### config.mk
export PLATFORM = sky130hd
export DESIGN_NAME = tof_fw_loader
export DESIGN_NICKNAME = d
export VERILOG_FILES = /design/src/rtl/tof_pkg.sv /design/src/rtl/tof_fw_loader.sv
export SDC_FILE = /design/constraint.sdc
export NUM_CORES = 1
export LEC_CHECK = 0
export CAP_MARGIN = 5
export CORE_UTILIZATION = 60
export DETAILED_ROUTE_END_ITERATION = 8
export PLACE_DENSITY = 0.85
export SLEW_MARGIN = 25
export SYNTH_ARGS = -nofsm -noshare
export SYNTH_HDL_FRONTEND = slang
export SYNTH_SLANG_ARGS = --single-unit
### constraint.sdc
create_clock -name clk -period 5.45 [get_ports clk]
set_input_delay 0.545 -clock clk [delete_from_list [all_inputs] [get_ports clk]]
set_output_delay 0.545 -clock clk [all_outputs]
set_load 0.02 [all_outputs]
### src/rtl/tof_pkg.sv
// Shared constants for the ToF sensor firmware loader: FSM encoding and the
// default I2C device address / page-select register values.
package tof_pkg;

    localparam logic [3:0] ST_IDLE    = 4'd0;
    localparam logic [3:0] ST_PG_DEV  = 4'd1;
    localparam logic [3:0] ST_PG_RH   = 4'd2;
    localparam logic [3:0] ST_PG_RL   = 4'd3;
    localparam logic [3:0] ST_PG_VAL  = 4'd4;
    localparam logic [3:0] ST_FW_DEV  = 4'd5;
    localparam logic [3:0] ST_FW_RH   = 4'd6;
    localparam logic [3:0] ST_FW_RL   = 4'd7;
    localparam logic [3:0] ST_FW_DATA = 4'd8;
    localparam logic [3:0] ST_FIN     = 4'd9;

    localparam logic [6:0]  TOF_DEV_ADDR  = 7'h29;
    localparam logic [15:0] TOF_PAGE_REG  = 16'h7FFF;
    localparam logic [7:0]  TOF_PAGE_BASE = 8'h09;

endpackage

### src/rtl/tof_fw_loader.sv
// Streams firmware from an external ROM to a ToF sensor over I2C, one page-select
// write followed by one data burst per chunk. Optional fw_sum via TOF_FW_LOADER_CHECKSUM_EN.
module tof_fw_loader
    import tof_pkg::*;
#(
    parameter int unsigned FW_SIZE     = 86000,
    parameter int unsigned CHUNK_BYTES = 32768,
    parameter logic [6:0]  DEV_ADDR    = TOF_DEV_ADDR,
    parameter logic [15:0] PAGE_REG    = TOF_PAGE_REG,
    parameter logic [7:0]  PAGE_BASE   = TOF_PAGE_BASE
) (
    input  logic        clk,
    input  logic        rst,
    input  logic        start,
    output logic        busy,
    output logic        done,
    output logic        error,
    output logic [16:0] rom_addr,
    input  logic [7:0]  rom_data,
    output logic        tx_valid,
    input  logic        tx_ready,
    output logic [7:0]  tx_data,
    output logic        tx_last,
    input  logic        i2c_nack
`ifdef TOF_FW_LOADER_CHECKSUM_EN
   ,output logic [15:0] fw_sum
`endif
);

    logic [3:0]  state_r;
    logic [7:0]  k_r;
    logic [16:0] rom_addr_r;
    logic [16:0] cnt_r;
    logic        last_chunk_r;
    logic        done_r;
    logic        error_r;
    logic        accept_s;
    logic [31:0] rem_s;
    logic [16:0] len_m1_s;
    logic        last_chunk_s;

    assign accept_s = tx_valid && tx_ready;
    assign rom_addr = rom_addr_r;
    assign done     = done_r;
    assign error    = error_r;
    assign busy     = (state_r != ST_IDLE);
    assign tx_valid = (state_r != ST_IDLE) && (state_r != ST_FIN);

    // Chunk length (minus one) and final-chunk flag, decided without wrapping at 2^17
    always_comb begin
        rem_s = FW_SIZE - {15'd0, rom_addr_r};
        if (rem_s <= CHUNK_BYTES) begin
            len_m1_s     = 17'(rem_s - 32'd1);
            last_chunk_s = 1'b1;
        end else begin
            len_m1_s     = 17'(CHUNK_BYTES - 32'd1);
            last_chunk_s = 1'b0;
        end
    end

    // Byte presented to the I2C master in each transfer state
    always_comb begin
        tx_data = 8'h00;
        tx_last = 1'b0;
        case (state_r)
            ST_PG_DEV, ST_FW_DEV: tx_data = {DEV_ADDR, 1'b0};
            ST_PG_RH:             tx_data = PAGE_REG[15:8];
            ST_PG_RL:             tx_data = PAGE_REG[7:0];
            ST_PG_VAL: begin
                tx_data = PAGE_BASE + k_r;
                tx_last = 1'b1;
            end
            ST_FW_RH, ST_FW_RL:   tx_data = 8'h00;
            ST_FW_DATA: begin
                tx_data = rom_data;
                tx_last = (cnt_r == 17'd0);
            end
            default: begin
                tx_data = 8'h00;
                tx_last = 1'b0;
            end
        endcase
    end

    // Transfer FSM; a NACK in any active state aborts, even on an accepted byte
    always_ff @(posedge clk) begin
        if (rst) begin
            state_r      <= ST_IDLE;
            k_r          <= 8'd0;
            rom_addr_r   <= 17'd0;
            cnt_r        <= 17'd0;
            last_chunk_r <= 1'b0;
            done_r       <= 1'b0;
            error_r      <= 1'b0;
        end else if ((state_r != ST_IDLE) && i2c_nack) begin
            state_r <= ST_IDLE;
            done_r  <= 1'b0;
            error_r <= 1'b1;
        end else begin
            done_r  <= 1'b0;
            error_r <= 1'b0;
            case (state_r)
                ST_IDLE: begin
                    if (start) begin
                        state_r    <= ST_PG_DEV;
                        k_r        <= 8'd0;
                        rom_addr_r <= 17'd0;
                    end
                end
                ST_PG_DEV: if (accept_s) state_r <= ST_PG_RH;
                ST_PG_RH:  if (accept_s) state_r <= ST_PG_RL;
                ST_PG_RL:  if (accept_s) state_r <= ST_PG_VAL;
                ST_PG_VAL: if (accept_s) state_r <= ST_FW_DEV;
                ST_FW_DEV: if (accept_s) state_r <= ST_FW_RH;
                ST_FW_RH:  if (accept_s) state_r <= ST_FW_RL;
                ST_FW_RL: begin
                    if (accept_s) begin
                        state_r      <= ST_FW_DATA;
                        cnt_r        <= len_m1_s;
                        last_chunk_r <= last_chunk_s;
                    end
                end
                ST_FW_DATA: begin
                    if (accept_s) begin
                        rom_addr_r <= rom_addr_r + 17'd1;
                        cnt_r      <= cnt_r - 17'd1;
                        if (cnt_r == 17'd0) begin
                            if (last_chunk_r) begin
                                state_r <= ST_FIN;
                            end else begin
                                k_r     <= k_r + 8'd1;
                                state_r <= ST_PG_DEV;
                            end
                        end
                    end
                end
                ST_FIN: begin
                    state_r <= ST_IDLE;
                    done_r  <= 1'b1;
                end
                default: state_r <= ST_IDLE;
            endcase
        end
    end

`ifdef TOF_FW_LOADER_CHECKSUM_EN
    logic [15:0] sum_r;
    assign fw_sum = sum_r;

    // Running sum of firmware bytes the master actually accepted
    always_ff @(posedge clk) begin
        if (rst) begin
            sum_r <= 16'd0;
        end else if ((state_r == ST_IDLE) && start) begin
            sum_r <= 16'd0;
        end else if ((state_r == ST_FW_DATA) && accept_s && !i2c_nack) begin
            sum_r <= sum_r + {8'd0, rom_data};
        end else begin
            sum_r <= sum_r;
        end
    end
`endif

endmodule

After elaboration in Yosys (flattened, before gate mapping)

Index checks and enable logic that the tools add are counted.

Register bits: 49
Input port bits: 13
Output and inout port bits: 30
Word-level logic and storage cells: 80

Add/sub/neg operators: 6
Order comparisons: 1
Equality and inequality tests: 21
Muxes and demuxes: 29
Bitwise operators: 1
Reduce and logical (&&, ||, !) cells: 15

Operators with widths:

| cell                   | count |
|---|---|
| $mux 17                | 5 |
| $pmux 17 s2            | 2 |
| $mux 4                 | 11 |
| $pmux 8 s5             | 1 |
| $pmux 4 s9             | 1 |
| $le 32x16->1 const B   | 1 |
| $mux 8                 | 4 |
| $ne 2x2->1 const B     | 11 |
| $sub 17x17->18 const A | 1 |
| $add 17x1->17 const B  | 1 |
| $logic_not 17->1       | 1 |
| $sub 17x1->17 const B  | 1 |
| $sub 17x2->17 const B  | 1 |
| $eq 4x3->1 const B     | 4 |
| $pmux 8 s2             | 1 |
| $reduce_and 10->1      | 1 |
| $add 4x8->8 const A    | 1 |
| $add 8x1->8 const B    | 1 |
| $eq 4x2->1 const B     | 2 |
| $eq 4x4->1 const B     | 2 |
| $reduce_and 4->1       | 2 |
| $reduce_and 6->1       | 1 |
| $eq 4x1->1 const B     | 1 |
| $logic_not 4->1        | 1 |
| 9 further kinds        | 15 |

Longest topological paths before layout

Depth in word-level cells: 5
Depth in mapped cells: 14
Depth with buffers taken out: 10

Least setup slack after synthesis

OpenSTA, ideal clock, no wires.

Kind: register to register
Start: reg rom_addr_r[0], in the netlist rom_addr[0]
End: reg cnt_r[8]
Setup time: 0.117 ns
Data arrival time: 2.854 ns
Data required time: 5.333 ns
Slack: 2.479 ns
Cell stages (with the launch flop): 14
Buffers on the path: 3
Period minus slack after synthesis: 2.971 ns
Cells stage by stage: dfxtp_1 buf_6 inv_1 ha_1 buf_2 nor3b_1 nor3_1 xnor2_1 nor4_4 nand4b_4 a21oi_2 buf_6 nand2_2 a22o_1

Word-level cells in the longest chain between the ends: 5
Elaborated cells on any way between the ends: 6
Classes of those cells: add/sub: 2; order compare: 1; mux: 3

RTL lines:

| what                                          | line                                     | source |
|---|---|---|
| start, declared                               | tof_fw_loader.sv:32                      | `logic [16:0] rom_addr_r;` |
| start signal, assigned                        | tof_fw_loader.sv:125                     | `rom_addr_r <= rom_addr_r + 17'd1;` |
| $sub 17x17->18 *                              | tof_fw_loader.sv:51                      | `rem_s = FW_SIZE - {15'd0, rom_addr_r};` |
| $le 32x16->1 or $sub 17x2->17 (tied branches) | tof_fw_loader.sv:52, tof_fw_loader.sv:53 |  |
| $mux 17 *                                     | tof_fw_loader.sv:52                      | `if (rem_s <= CHUNK_BYTES) begin` |
| $mux 17 *                                     | tof_fw_loader.sv:117                     | `if (accept_s) begin` |
| $pmux 17 s2 *                                 | tof_fw_loader.sv:102                     | `case (state_r)` |
| end signal, assigned                          | tof_fw_loader.sv:119                     | `cnt_r <= len_m1_s;` |
| end signal, assigned                          | tof_fw_loader.sv:126                     | `cnt_r <= cnt_r - 17'd1;` |
| end, declared                                 | tof_fw_loader.sv:33                      | `logic [16:0] cnt_r;` |

Every way passes the cells marked *; elsewhere a longest branch is shown, timed or not. The select of a mux whose other input is x is not followed.
A chain may end at the register's enable or synchronous reset.

Worst setup path in the final report

Start: reg rom_addr_r[0], in the netlist rom_addr[0]
End: reg cnt_r[7]

Same word-level chain as after synthesis.

==> key figures <==
Critical path
  • Crit path max-delay family: simple AND/OR/NAND/NOR gates
  • Crit-path cells: inv_1 > ha_1 > nor3b_1 > nor3_1 > xnor2_1 > nor4_4 > nand4b_4 > a21oi_2 > a32o_1 > a221oi_1
  • Critical Path RT: approximately 5.6 ns
  • Buf/Inv on CP: 1
  • Worst Path Arrival: roughly 3.7 ns
  • Type of origin of the critical path: flip-flop
  • Worst r2r path cells: 10
  • Slowest stage delay, CP: ~0.56 ns
  • Worst Setup End Kind: flip-flop
  • CP Depth: 10
  • CP max FO: 11
  • CP Class: reg2reg
  • CP max-delay cell: nor3b_1

Die
  • I/O Pins: between 40 and 50
  • Overall die height: 80.4 um
  • Die width: 80.4 um
  • Core footprint: about 0.0059 mm2
  • Num rows: 28
  • Initial core utilization: a little over 60%
  • Die ar.: 0.00646 mm2

GRT
  • Initial antenna violation count: 0
  • Vias in the first global route: around 3.1k
  • First-pass GRT wire length: roughly 14000 um
  • Largest net degree at the start of global routing: 22
  • GRT overflow: 0
  • Global Route Usage Sum: 28.0%

Clocking
  • Post-cts sizing count: 0
  • Root Buffer: clkbuf_8
  • Num CTS Buffers: 5
  • CTS tree: yes
  • Worst skew pair latency: 0.31 ns
  • Clk slew on worst S/H paths: approximately 0.080 ns
  • Cts hold-fix bufs: 0
  • CTS max path bufs: 2
  • H-tree depth reported by CTS: 2
  • Post-CTS setup buffer count: 0
  • CTS Sinks: around 50

Final layout
  • Fill count: 476
  • Multi-input gate area: roughly 0.0025 mm2
  • Layout Nets: 510
  • Ant. Diodes: 0
  • Storage element area: approximately 980 um2
  • Area growth from synthesis to layout: 11.6%
  • Share of cells above drive strength 1: roughly 6.5%
  • Non-Filler Instances: around 570

Run
  • Maxcap violations: 0

STA
  • Final cycle utilization of the critical path: 64.5%
  • Final hold vios: 0
  • Max-slew headroom: 46.4%
  • Fin Setup TNS: 0 ns
  • Maximum clock frequency: 284 MHz
  • Clock Skew: ~0.0066 ns
  • Crit path time final: 3.52 ns
  • # setup viols final: 0
  • Tightest Pin Transition: between 0.8 and 0.9 ns
  • Unrepaired setup endpoints after global routing: no
  • Fin. max-slew vios: 0
  • Final WS setup: just under 2 ns

Power and ir drop
  • Leak Pwr: 1.51 nW
  • Cell Pwr Density: around 190 mW/mm2
  • Peak VDD IR: between 100 and 150 uV

Placed design
  • Pre-CTS WS: roughly 2 ns
  • PortBufs: 42
  • Routability Congestion: 0.829
  • HPWL after detailed placement: roughly 6300 um
  • Placed cells: about 560

Synthesis
  • EDFF count, synth: 0
  • Post-synth ARST share: 0%
  • Sequential fraction of the synthesis area: 26.6%
  • Post-Syn Area per Cell: between 7 and 8 um2
  • Synth Warn #: 0
  • Yosys reg bits: about 50
  • Ys flop type: dfxtp_1
  • Syn Inst Count: just under 500
  • Mapped Nets: between 400 and 500
  • Post-synthesis cell area: ~0.0037 mm2
  • Synth unique cells: 71

Hold path
  • Hold crit path type: reg2reg
  • Hold Path Cell Cnt: 2

Drt
  • DRC viols: 0
  • Via Count: between 3k and 4k
  • DRT antenna net count: 0
  • Wirelength per Cell: approximately 15 um
  • Initial DRC Count: roughly 270
  • DRT Pass-1 Iters: 5
  • Vias/cell: approximately 6.2
  • Final wirelength: between 8000 and 9000 um

Outcome
  • Status: complete, no violations
worst reg2reg max path, cell delays in order (launching register included):
cell and delay, ns:
dfxtp_1 0.43, inv_1 0.18, ha_1 0.31, nor3b_1 0.56, nor3_1 0.13, xnor2_1 0.21
nor4_4 0.52, nand4b_4 0.16, a21oi_2 0.56, a32o_1 0.22, a221oi_1 0.07
report_power, final:
part           switching [mW]  internal [mW]
Combinational           0.108         0.0746
Sequential             0.0126          0.362
Clock                   0.118          0.101
per-stage QoR:
stage                     hold WS, ns  cell area [um2]  util, %  power, mW
after floorplan                 0.450             3690        -      0.509
after global placement          0.466             4030     68.0      0.560
after detailed placement        0.487             4030     68.0      0.563
after CTS                       0.499             4110     69.5      0.779
after global routing            0.532             4110     69.5      0.813
final                           0.500             4110     69.5      0.776
flip-flops by register name, summed over array words and instances, names as in the netlist:
| register | count |
|---|---|
| state_r | 4 |
| k_r | 8 |
| done | 1 |
| last_chunk_r | 1 |
| rom_addr | 17 |
| cnt_r | 17 |
| error | 1 |
layout make-up:
| cell class | instances | area share, % |
|---|---|---|
| Timing Repair Buffer | 43 | 10.4 |
| Sequential cell | 49 | 23.8 |
| Tap cell | 75 | 2.28 |
| Multi-Input combinational cell | 380 | 60.1 |
| Inverter | 14 | 1.28 |
| Clock buffer | 7 | 2.10 |
Yosys cell counts (all sizes together), types with 5 or more instances:
master	n	share of area [%]
nand4b	5	2.0
xor2	23	5.5
nor4	5	1.4
nor2	57	5.8
inv	14	1.4
nand4	9	1.5
dfxtp	49	27
a21o	7	1.4
nand2	42	4.3
nor2b	6	1.0
or3	7	1.3
nor3	22	3.3
or2	5	0.85
a221oi	7	2.7
nand2b	8	1.4
buf	9	1.7
a31oi	14	2.5
nand3	14	1.9
o21ai	23	3.1
clkbuf	30	3.2
xnor2	32	7.6
a21oi	34	4.8
o22ai	5	1.2
final timing paths:
path / start / endpoint / slack [ns]
worst min-delay path: cnt_r[7] / cnt_r[7] / 0.50
worst min register to register: cnt_r[7] / cnt_r[7] / 0.50
worst max register to register: rom_addr[0] / cnt_r[7] / 1.93
worst max-delay path: rom_addr[0] / cnt_r[7] / 1.93
placed cells by master (no fill, tap or decap), types with 4 or more instances in the layout:
| cell | instances |
|---|---|
| a22oi_1 | 4 |
| ha_1 | 4 |
| and3_1 | 4 |
| nor2_1 | 57 |
| nor2b_1 | 6 |
| o22ai_1 | 4 |
| nand4_1 | 9 |
| clkdlybuf4s50_1 | 42 |
| nor3_1 | 21 |
| o32ai_1 | 4 |
| nand3_1 | 14 |
| a21o_1 | 7 |
| nand2_1 | 41 |
| xor2_1 | 23 |
| o21ai_0 | 23 |
| a31oi_1 | 13 |
| inv_1 | 14 |
| a221oi_2 | 6 |
| clkbuf_8 | 6 |
| a21oi_1 | 32 |
| nand2b_1 | 8 |
| or3_1 | 6 |
| xnor2_1 | 32 |
| and4_1 | 4 |
| dfxtp_1 | 49 |
metal layers:
metal | track usage [%] | part of all wire (%) | up-vias
met5 | 0 | 0 | -
met4 | 7.50 | 1.4 | 0
met3 | 4.32 | 5.5 | 14
met2 | 45.6 | 47 | 124
met1 | 38.0 | 47 | 1652
li1 | - | - | 1731
cells by family (layout without fill, tap and decap cells):
group	after synthesis	after routing	share of synthesized area (%)
mux	2	2	0.543
compound gates	117	117	22.2
simple gates	202	202	29.9
buf+inv	53	64	6.35
fa+ha+maj	4	4	1.36
flops	49	49	26.6
xor+xnor	55	55	13.1
No activity file was read; power rests on OpenSTA's default activity.
